$ cat src/rtl/mips_pkg.sv
// Shared core-wide constants and types: register-file geometry and the
// writeback entry record used by the result queue.
package mips_pkg;

    localparam int REG_ADDR_W = 5;
    localparam int DATA_W     = 32;

    localparam logic [REG_ADDR_W-1:0] ZERO_REG = 5'd0;

    // One pending register-file write.
    typedef struct packed {
        logic [REG_ADDR_W-1:0] addr;
        logic [DATA_W-1:0]     data;
    } wb_entry_t;

    // Register zero is hardwired; writes to it are dropped and it never forwards.
    function automatic logic is_zero_reg(input logic [REG_ADDR_W-1:0] addr);
        return (addr == ZERO_REG);
    endfunction

endpackage

$ cat src/rtl/writeback_fwd_match.sv
// Forwarding matcher for one decode read port. Entries arrive ordered by age
// (index 0 = oldest); the youngest valid entry whose address matches wins.
module writeback_fwd_match
    import mips_pkg::*;
#(
    parameter int DEPTH = 4
) (
    input  logic [DEPTH-1:0]            ent_valid,
    input  logic [DEPTH*REG_ADDR_W-1:0] ent_addr,
    input  logic [DEPTH*DATA_W-1:0]     ent_data,
    input  logic [REG_ADDR_W-1:0]       read_addr,
    output logic                        hit,
    output logic [DATA_W-1:0]           data
);

    logic [DEPTH-1:0]  match_s;
    logic [DATA_W-1:0] fwd_data_s;

    // Per-entry address compare; register zero never matches.
    always_comb begin
        match_s = {DEPTH{1'b0}};
        for (int i = 0; i < DEPTH; i++) begin
            match_s[i] = ent_valid[i]
                       && (ent_addr[i*REG_ADDR_W +: REG_ADDR_W] == read_addr)
                       && !is_zero_reg(read_addr);
        end
    end

    // Scan oldest to youngest so a younger match overrides an older one.
    always_comb begin
        fwd_data_s = {DATA_W{1'b0}};
        for (int i = 0; i < DEPTH; i++) begin
            fwd_data_s = match_s[i] ? ent_data[i*DATA_W +: DATA_W] : fwd_data_s;
        end
    end

    // Drive the port outputs; data stays zero when nothing matches.
    always_comb begin
        hit  = |match_s;
        data = fwd_data_s;
    end

endmodule

$ cat src/rtl/writeback_queue.sv
// In-order writeback queue between the execute results and the register-file
// write port. Holds up to DEPTH pending writes, drains one per cycle unless the
// write port is stalled, and forwards pending values to two decode read ports.
module writeback_queue
    import mips_pkg::*;
#(
    parameter int DEPTH = 4
) (
    input  logic                    Clock,
    input  logic                    Reset,
    input  logic                    ResValid,
    output logic                    ResReady,
    input  logic [REG_ADDR_W-1:0]   ResAddr,
    input  logic [DATA_W-1:0]       ResData,
    input  logic                    WriteStall,
    output logic                    RegWrite,
    output logic [REG_ADDR_W-1:0]   WriteAddr,
    output logic [DATA_W-1:0]       WriteData,
    input  logic [REG_ADDR_W-1:0]   ReadAddr1,
    input  logic [REG_ADDR_W-1:0]   ReadAddr2,
    output logic                    FwdHit1,
    output logic                    FwdHit2,
    output logic [DATA_W-1:0]       FwdData1,
    output logic [DATA_W-1:0]       FwdData2,
    output logic [$clog2(DEPTH):0]  Count
);

    localparam int PTR_W = $clog2(DEPTH);
    localparam int CNT_W = PTR_W + 1;
    localparam logic [CNT_W-1:0] DEPTH_C = CNT_W'(DEPTH);

    // Entry storage and pointers.
    wb_entry_t          entry_r [DEPTH];
    logic [DEPTH-1:0]   valid_r;
    logic [PTR_W-1:0]   wr_ptr_r;
    logic [PTR_W-1:0]   rd_ptr_r;
    logic [CNT_W-1:0]   count_r;

    logic                           not_empty_s;
    logic                           res_ready_s;
    logic                           push_s;
    logic                           pop_s;
    logic [DEPTH-1:0]               ord_valid_s;
    logic [DEPTH*REG_ADDR_W-1:0]    ord_addr_s;
    logic [DEPTH*DATA_W-1:0]        ord_data_s;

    // Handshake decode. Ready depends only on occupancy (and is held low while
    // in reset); a stalled write port cannot free a slot in the same cycle.
    always_comb begin
        not_empty_s = (count_r != {CNT_W{1'b0}});
        res_ready_s = Reset && (count_r < DEPTH_C);
        push_s      = ResValid && res_ready_s && !is_zero_reg(ResAddr);
        pop_s       = not_empty_s && !WriteStall;
    end

    // Register-file write port driven from the head entry; zeros when empty.
    always_comb begin
        ResReady = res_ready_s;
        RegWrite = pop_s;
        Count    = count_r;
        if (not_empty_s) begin
            WriteAddr = entry_r[rd_ptr_r].addr;
            WriteData = entry_r[rd_ptr_r].data;
        end else begin
            WriteAddr = {REG_ADDR_W{1'b0}};
            WriteData = {DATA_W{1'b0}};
        end
    end

    // Pointer and occupancy bookkeeping; pointers wrap naturally at DEPTH.
    always_ff @(posedge Clock or negedge Reset) begin
        if (!Reset) begin
            wr_ptr_r <= {PTR_W{1'b0}};
            rd_ptr_r <= {PTR_W{1'b0}};
            count_r  <= {CNT_W{1'b0}};
        end else begin
            if (push_s) begin
                wr_ptr_r <= wr_ptr_r + PTR_W'(1);
            end
            if (pop_s) begin
                rd_ptr_r <= rd_ptr_r + PTR_W'(1);
            end
            case ({push_s, pop_s})
                2'b10:   count_r <= count_r + CNT_W'(1);
                2'b01:   count_r <= count_r - CNT_W'(1);
                default: count_r <= count_r;
            endcase
        end
    end

    // Entry payload and valid bits. A push and a pop never target the same slot
    // in one cycle (that would need the queue to be both empty and full).
    always_ff @(posedge Clock or negedge Reset) begin
        if (!Reset) begin
            valid_r <= {DEPTH{1'b0}};
            for (int i = 0; i < DEPTH; i++) begin
                entry_r[i] <= '{addr: {REG_ADDR_W{1'b0}}, data: {DATA_W{1'b0}}};
            end
        end else begin
            if (pop_s) begin
                valid_r[rd_ptr_r] <= 1'b0;
            end
            if (push_s) begin
                valid_r[wr_ptr_r]      <= 1'b1;
                entry_r[wr_ptr_r].addr <= ResAddr;
                entry_r[wr_ptr_r].data <= ResData;
            end
        end
    end

    // Re-order the circular buffer by age (index 0 = head/oldest) for the matchers.
    always_comb begin : ord_build
        logic [PTR_W-1:0] slot;
        slot        = {PTR_W{1'b0}};
        ord_valid_s = {DEPTH{1'b0}};
        ord_addr_s  = {(DEPTH*REG_ADDR_W){1'b0}};
        ord_data_s  = {(DEPTH*DATA_W){1'b0}};
        for (int i = 0; i < DEPTH; i++) begin
            slot = rd_ptr_r + PTR_W'(i);
            ord_valid_s[i]                         = valid_r[slot];
            ord_addr_s[i*REG_ADDR_W +: REG_ADDR_W] = entry_r[slot].addr;
            ord_data_s[i*DATA_W +: DATA_W]         = entry_r[slot].data;
        end
    end

    writeback_fwd_match #(.DEPTH(DEPTH)) u_fwd1 (
        .ent_valid (ord_valid_s),
        .ent_addr  (ord_addr_s),
        .ent_data  (ord_data_s),
        .read_addr (ReadAddr1),
        .hit       (FwdHit1),
        .data      (FwdData1)
    );

    writeback_fwd_match #(.DEPTH(DEPTH)) u_fwd2 (
        .ent_valid (ord_valid_s),
        .ent_addr  (ord_addr_s),
        .ent_data  (ord_data_s),
        .read_addr (ReadAddr2),
        .hit       (FwdHit2),
        .data      (FwdData2)
    );

endmodule

$ cat config.mk
export PLATFORM = sky130hd
export DESIGN_NAME = writeback_queue
export DESIGN_NICKNAME = d
export VERILOG_FILES = /design/src/rtl/mips_pkg.sv /design/src/rtl/writeback_fwd_match.sv /design/src/rtl/writeback_queue.sv
export SDC_FILE = /design/constraint.sdc
export NUM_CORES = 1
export LEC_CHECK = 0
export CAP_MARGIN = 20
export CORE_ASPECT_RATIO = 2
export CORE_MARGIN = 2
export CORE_UTILIZATION = 40
export CTS_CLUSTER_SIZE = 16
export DETAILED_ROUTE_END_ITERATION = 8
export PLACE_DENSITY = 0.7
export SYNTH_ARGS = -nofsm -noshare
export SYNTH_HDL_FRONTEND = slang
export SYNTH_SLANG_ARGS = --single-unit
$ cat constraint.sdc
create_clock -name Clock -period 4.4 [get_ports Clock]
set_input_delay 0.88 -clock Clock [delete_from_list [all_inputs] [get_ports Clock]]
set_output_delay 0.88 -clock Clock [all_outputs]
set_load 0.02 [all_outputs]
Yosys cells after proc, flatten, opt, wreduce, memory -nomap -nowiden
Index checks and enable logic that the tools add are counted.
- word-level logic and storage cells: 127
- register bits after elaboration: 159
- bits of input ports: 51
- output and inout bits: 108
- $lt $le $gt $ge: 14
- reduce and logical (&&, ||, !) cells: 34
- add/sub/neg operators: 6
- bitwise gates (word level): 8
- equality and inequality tests: 10
- muxes and demuxes: 43
- operator list (operator ; count):
    2-to-1 mux 37 bit ; 9
    2-to-1 mux 32 bit ; 10
    binary-select mux 37 bit (select 2 bit) ; 4
    bitwise mux 148 bit ; 2
    demux 37 bit (select 2 bit) ; 2
    == test 5 bit ; 8
    logical AND 1 bit ; 23
    greater-or-equal comparator 3 bit (second input constant) ; 5
    logical NOT 5 bit ; 3
    < comparator 2 x 3 -> 1 bit (second input constant) ; 5
    NOT 2 -> 3 bit ; 5
    binary-select mux 1 bit (select 2 bit) ; 4
    2-to-1 mux 4 bit ; 2
    OR reduction 4 bit ; 2
    2-to-1 mux 1 bit ; 6
    one-hot mux 3 bit (2 select lines) ; 1
    2-to-1 mux 5 bit ; 1
    adder 2 x 1 -> 2 bit (second input constant) ; 2
    adder 2 bit (second input constant) ; 2
    bitwise AND 4 bit ; 1
    demux 1 bit (select 2 bit) ; 2
    greater-or-equal comparator 2 x 1 -> 1 bit (second input constant) ; 2
    logical NOT 1 bit ; 4
    NOT 4 bit ; 1
    other kinds (9) ; 9

Depth between registers and ports, before layout
- depth after elaboration: 11
- depth in mapped cells: 18
- depth with buffers taken out: 10

By module
From an unflattened synthesis, not the netlist that was laid out.
- cells, all modules: 1120
- area total of the unflattened synthesis: 12924.9 µm²
- modules (own cells, without submodules) (module ; seq. area each (µm²) ; cells an instance ; times used ; area an instance (µm²)):
    writeback_queue ; 3978.8 ; 600 ; 1 ; 10047.1
    writeback_fwd_match ; 0.0 ; 260 ; 2 ; 1438.9

Least setup slack after synthesis
Ideal clock, no wire load.
- kind: flip-flop to output port
- start: reg rd_ptr_r[0]
- end: out FwdData2[12]
- path slack: -422 ps
- stages on the path, launching flop included: 18
- data required time: 3520 ps
- arrival time: 3942 ps
- path buffers: 9
- cell sequence: dfrtp_1 > buf_6 > buf_6 > buf_2 > buf_2 > buf_2 > inv_1 > ha_1 > buf_6 > buf_6 > mux4_2 > xnor2_2 > nand3_2 > or2_1 > buf_6 > buf_6 > mux2i_1 > o211ai_1
- elaborated cells between the ends (all ways): 43
- those cells by class: add/sub: 3; eq/ne: 4; mux: 24; bitwise: 4; reduce/logical: 8
- RTL lines (what ; RTL line ; RTL):
    start: declaration ; writeback_queue.sv:36 ; logic [PTR_W-1:0] rd_ptr_r;
    start signal: assignment ; writeback_queue.sv:74 ; rd_ptr_r <= {PTR_W{1'b0}};
    start signal: assignment ; writeback_queue.sv:81 ; rd_ptr_r <= rd_ptr_r + PTR_W'(1);
    adder 2 bit (*) ; writeback_queue.sv:119 ; slot = rd_ptr_r + PTR_W'(i);
    net ord_build.slot[0] ; writeback_queue.sv:113 ; logic [PTR_W-1:0] slot;
    NOT 2 -> 3 bit (implied by the code) ; writeback_queue.sv:121, writeback_queue.sv:122 ;
    binary-select mux 37 bit (select 2 bit) ; writeback_queue.sv:121, writeback_queue.sv:122 ;
    2-to-1 mux 37 bit (implied by the code) (2 in a row) ; writeback_queue.sv:122 ; ord_data_s[i*DATA_W +: DATA_W] = entry_r[slot].data;
    == test 5 bit ; writeback_fwd_match.sv:24 ; && (ent_addr[i*REG_ADDR_W +: REG_ADDR_W] == read_addr)
    logical AND 1 bit ; writeback_fwd_match.sv:24 ;
    logical AND 1 bit ; writeback_fwd_match.sv:25 ; && !is_zero_reg(read_addr);
    2-to-1 mux 32 bit (*) ; writeback_fwd_match.sv:33 ; fwd_data_s = match_s[i] ? ent_data[i*DATA_W +: DATA_W] : fwd_data_s;
    end: declaration ; writeback_queue.sv:24 ; output logic [DATA_W-1:0] FwdData2,
The timed path passes the listed nets; every way through them passes the cells marked *. The select of a mux whose other input is x is not followed.

Worst setup path in the final report
- start: reg rd_ptr_r[1]
- end: out FwdData1[3]
- longest elaborated chain between the ends: 11
- elaborated cells between the ends (all ways): 43
- those cells by class: add/sub: 3; eq/ne: 4; mux: 24; bitwise: 4; reduce/logical: 8
- RTL lines (what ; RTL line ; RTL):
    adder 2 x 1 -> 2 bit or NOT 2 -> 3 bit (tied branches) ; writeback_queue.sv:119, writeback_queue.sv:121, writeback_queue.sv:122 ;
    NOT 2 -> 3 bit (implied by the code) or binary-select mux 37 bit (select 2 bit) (tied branches) ; writeback_queue.sv:121, writeback_queue.sv:122 ;
    binary-select mux 37 bit (select 2 bit) or 2-to-1 mux 37 bit (tied branches) ; writeback_queue.sv:121, writeback_queue.sv:122 ;
    2-to-1 mux 37 bit (implied by the code) ; writeback_queue.sv:122 ;
    2-to-1 mux 37 bit (implied by the code) or == test 5 bit (tied branches) ; writeback_queue.sv:122, writeback_fwd_match.sv:24 ;
    == test 5 bit or logical AND 1 bit (tied branches) ; writeback_fwd_match.sv:24 ;
    logical AND 1 bit (on tied branches) ; writeback_fwd_match.sv:24, writeback_fwd_match.sv:25 ;
    logical AND 1 bit or 2-to-1 mux 32 bit (tied branches) ; writeback_fwd_match.sv:25, writeback_fwd_match.sv:33 ;
    2-to-1 mux 32 bit (2 in a row) ; writeback_fwd_match.sv:33 ;
    2-to-1 mux 32 bit (*) ; writeback_fwd_match.sv:33 ;
    end: declaration ; writeback_queue.sv:23 ; output logic [DATA_W-1:0] FwdData1,
Every way passes the cells marked *; elsewhere a longest branch is shown, timed or not. The select of a mux whose other input is x is not followed.

==> parameters.txt <==
Parameter                              Value

Timing
  RSZ-0062 raised after global routing    yes
  Worst-case hold slack    roughly 320 ps
  Final Hold Vio Count    0
  Fmax    0.224 GHz
  Worst Tran Pin Value    between 900 and 1000 ps
  Worst slew margin relative to its limit    34.2%
  Setup WS post-layout    -63.1 ps
  Layout Skew    between 6 and 7 ps
  Final count of pins violating max slew    0
  Final total negative setup slack    -113 ps
  Final Setup Violations    6
  Part of the cycle the worst path needs    101%
  Post-layout min period    4460 ps

Global routing
  Leftover overflow at the end of global routing    0
  Number of antenna violations at the first check in global routing    3
  First-pass GRT wire length    approximately 61000 microns
  Total Routing Usage GR    24.4%
  Pin count of the biggest net entering global routing    69
  Via count of the first global-routing pass    roughly 11000

Synth
  EDFF count, synth    0
  Number of synthesized register bits    159
  Total number of yosys warnings    0
  Sequential element share of the synthesized area    a little under a third
  Library cell with the largest summed area after synthesis    dfrtp_1
  Yosys top cell area share    a little under a third
  Post-synth top flop    dfrtp_1
  Synth top area cells    dfrtp_1 (31%), mux4_2 (26%), mux2_2 (13%), mux2i_1 (6.0%), o211ai_1 (3.0%)
  Share of synthesized flip-flops with an asynchronous set or reset    100%
  Syn avg cell area    12.3 sq um
  Area of the mapped netlist    between 10000 and 15000 sq um
  Number of different library cells in the post-synthesis netlist    a little over 50
  Nets in the synthesized netlist    approximately 1100
  Post-synthesis cell count    between 1000 and 1500

Route
  Detailed-route DRC error count    0
  Wire length per cell    roughly 24 microns
  First-pass iteration count of the detailed router    5
  Number of vias per cell after detailed routing    just over 6
  Count of antenna-violating nets left after detailed routing    0
  Routed wire length    40500 microns
  Vias after detailed routing    around 10000
  Starting DRC count in detailed routing    just over 700

CTS
  Clock slew at reported path FFs    about 60 ps
  Number of buffers between clock root and the deepest sink    2
  TritonCTS clock tree    yes
  Clock tree root driver cell    clkbuf_16
  Insertion delay of the later-clocked pin in the worst-skew pair    about 440 ps
  CTS buffer count    17
  H-Tree Level Count    4
  Number of sinks driven by the clock tree    around 160

Final layout
  FILL cells    about 2700
  Proportion of layout cells with a drive suffix above 1    45.1%
  Post-synthesis to final-layout area growth    27.1%
  Design Area, Final    ~16000 sq um
  Post-layout net count    about 1300
  Fin cells    1668

Worst setup path
  Crit start category    register
  Critical Path RT    3520 ps
  Max Fanout on Critical Path    10
  Arrival @ worst endpoint    3580 ps
  Critical path type    reg -> out
  Nature of the critical path endpoint    output pin

Place
  Number of input and output port buffers inserted    about 160
  Area post-placement    roughly 15000 sq um
  Post-DP HPWL    about 28000 microns
  Routability-driven placement congestion ratio    0.944
  Total instance count after detailed placement    about 1600

Outcome
  Status    finished with violations
  Violated checks    negative setup slack

Power
  Static leakage power    6.57 nW
  Worst VDD drop    0.000470 V
  Pwr dens    between 800 and 900 nW/um^2

Floorplanning
  Y dimension of the die    256 microns
  Count of pins on the block boundary    around 160
  Placeable core area    31400 sq um
  Starting density of the core    between 40% and 50%
  Full die area    roughly 33000 sq um
  Number of rows created at floorplan    92
  Width of the chip    between 100 and 150 microns

Worst hold path
  Hold WC Path Type    in -> async

Flow run
  Reported max-cap violation count    0
-- area by class of cell --
class	count	area (sq um)	share of cell area [%]
Tap cell	423	529	3.27
Inverter	11	51.3	0.317
Antenna cell	3	7.51	0.0464
Timing Repair Buffer	277	2670	16.5
Clock inverter	12	159	0.982
Multi-Input combinational cell	763	8340	51.5
Sequential cell	159	3990	24.6
Clock buffer	20	447	2.76
-- through the flow --
| step | total power [W] | setup slack (ps) | utilization (%) |
|---|---|---|---|
| finish | 0.0142 | -63.1 | 51.5 |
| global route | 0.0149 | -120 | 51.5 |
| CTS | 0.0141 | -84.9 | 51.1 |
| detailed placement | 0.0124 | -223 | 48.8 |
| global placement | 0.0122 | -245 | 48.8 |
| floorplan | 0.00948 | 1.50 | - |
-- worst max-delay path, cell delays in order, from the launching register on --
cell and delay (ps):
dfrtp_4 430, clkinv_4 60, ha_4 300, buf_12 130, mux4_2 570, xnor2_2 190
nand4_1 200, nor2_4 170, buf_12 140, o211ai_4 140, buf_12 200, o211ai_1 330
buf_4 180, buf_6 100
-- registers in the layout, indices dropped and copies added, names as in the netlist --
register  flops
entry_r     148
valid_r       4
Count         3
rd_ptr_r      2
wr_ptr_r      2
-- path summary, 6_finish.rpt --
| path | from | slack, ps | cells after the start | endpoint |
|---|---|---|---|---|
| min reg2reg | valid_r[3] | 550 | 2 | valid_r[3] |
| max | rd_ptr_r[1] | -60 | 13 | FwdData1[3] |
| min | Reset | 320 | 1 | entry_r[120] |
| min in group Clock | valid_r[3] | 550 | 2 | valid_r[3] |
| max in group asynchronous | Reset | 2070 | 3 | entry_r[142] |
| max reg2reg | Count[2] | 1990 | 6 | entry_r[93] |
-- power breakdown --
part / leakage, nW / total [W] / switching [W] / internal, W
sequential: 1.94 / 0.00303 / 0.000845 / 0.00218
combinational: 4.33 / 0.00967 / 0.00448 / 0.00518
clock: 0.291 / 0.00154 / 0.000627 / 0.000911
-- synthesized netlist by cell type (2+ instances only) --
cell	n
nor2b_1	40
and3_1	2
nand4_1	5
nand2b_1	5
inv_1	10
clkbuf_1	47
mux2i_1	76
a21oi_1	2
a311oi_1	2
or2_2	2
o211ai_1	51
nand2_1	90
xnor2_2	2
buf_6	10
xor2_1	2
nor3_1	12
xnor2_1	40
o211ai_2	12
mux2_2	152
nor2_1	16
o21ai_1	5
buf_2	29
o21ai_0	9
dfrtp_1	159
nand3_1	64
buf_1	9
ha_1	9
mux4_2	145
buf_4	3
-- cells in the final DEF, fill, tap and decap left out, drive strengths merged, types with 4 or more instances in the layout --
cell type,netlist,routed
clkdlybuf4s50,0,91
nand4,5,5
mux4,146,146
nor3,14,14
ha,9,9
mux2i,77,77
inv,10,11
dfrtp,159,159
xnor2,42,42
nand2,90,90
nand3,65,65
nor2,17,17
nor2b,40,40
o21ai,14,14
mux2,152,152
or2,4,4
clkinv,1,7
o211ai,63,63
nand2b,5,5
buf,52,172
clkbuf,47,29
-- metal layers --
metal / vias to the layer above / part of all wire, % / GRT usage (%)
li1: 4384 / - / -
met1: 5293 / 33 / 25.1
met2: 464 / 55 / 45.0
met3: 147 / 5.2 / 3.86
met4: 0 / 6.0 / 14.8
met5: - / 0 / 0
-- kinds of logic (layout without fill, tap and decap cells) --
family | Yosys count | after routing | share of synthesized area (%)
AOI/OAI and AO/OA | 88 | 88 | 5.47
and+or+nand+nor | 246 | 246 | 9.46
DFF | 159 | 159 | 31.2
other | 0 | 3 | 0
muxes | 375 | 375 | 45.4
buffers and inverters | 110 | 320 | 4.29
adders and majority gates | 10 | 10 | 1.04
xor gates and xnor gates | 44 | 44 | 3.14
-- timing repair --
item,4_1_cts,5_1_grt
resized for setup,214,94
cloned,2,2
hold endpoints to repair,0,0
hold buffers,0,0
pin swaps,15,35
setup endpoints to repair,65,64
buffers inserted,8,12
(Power assumes the default switching activity.)
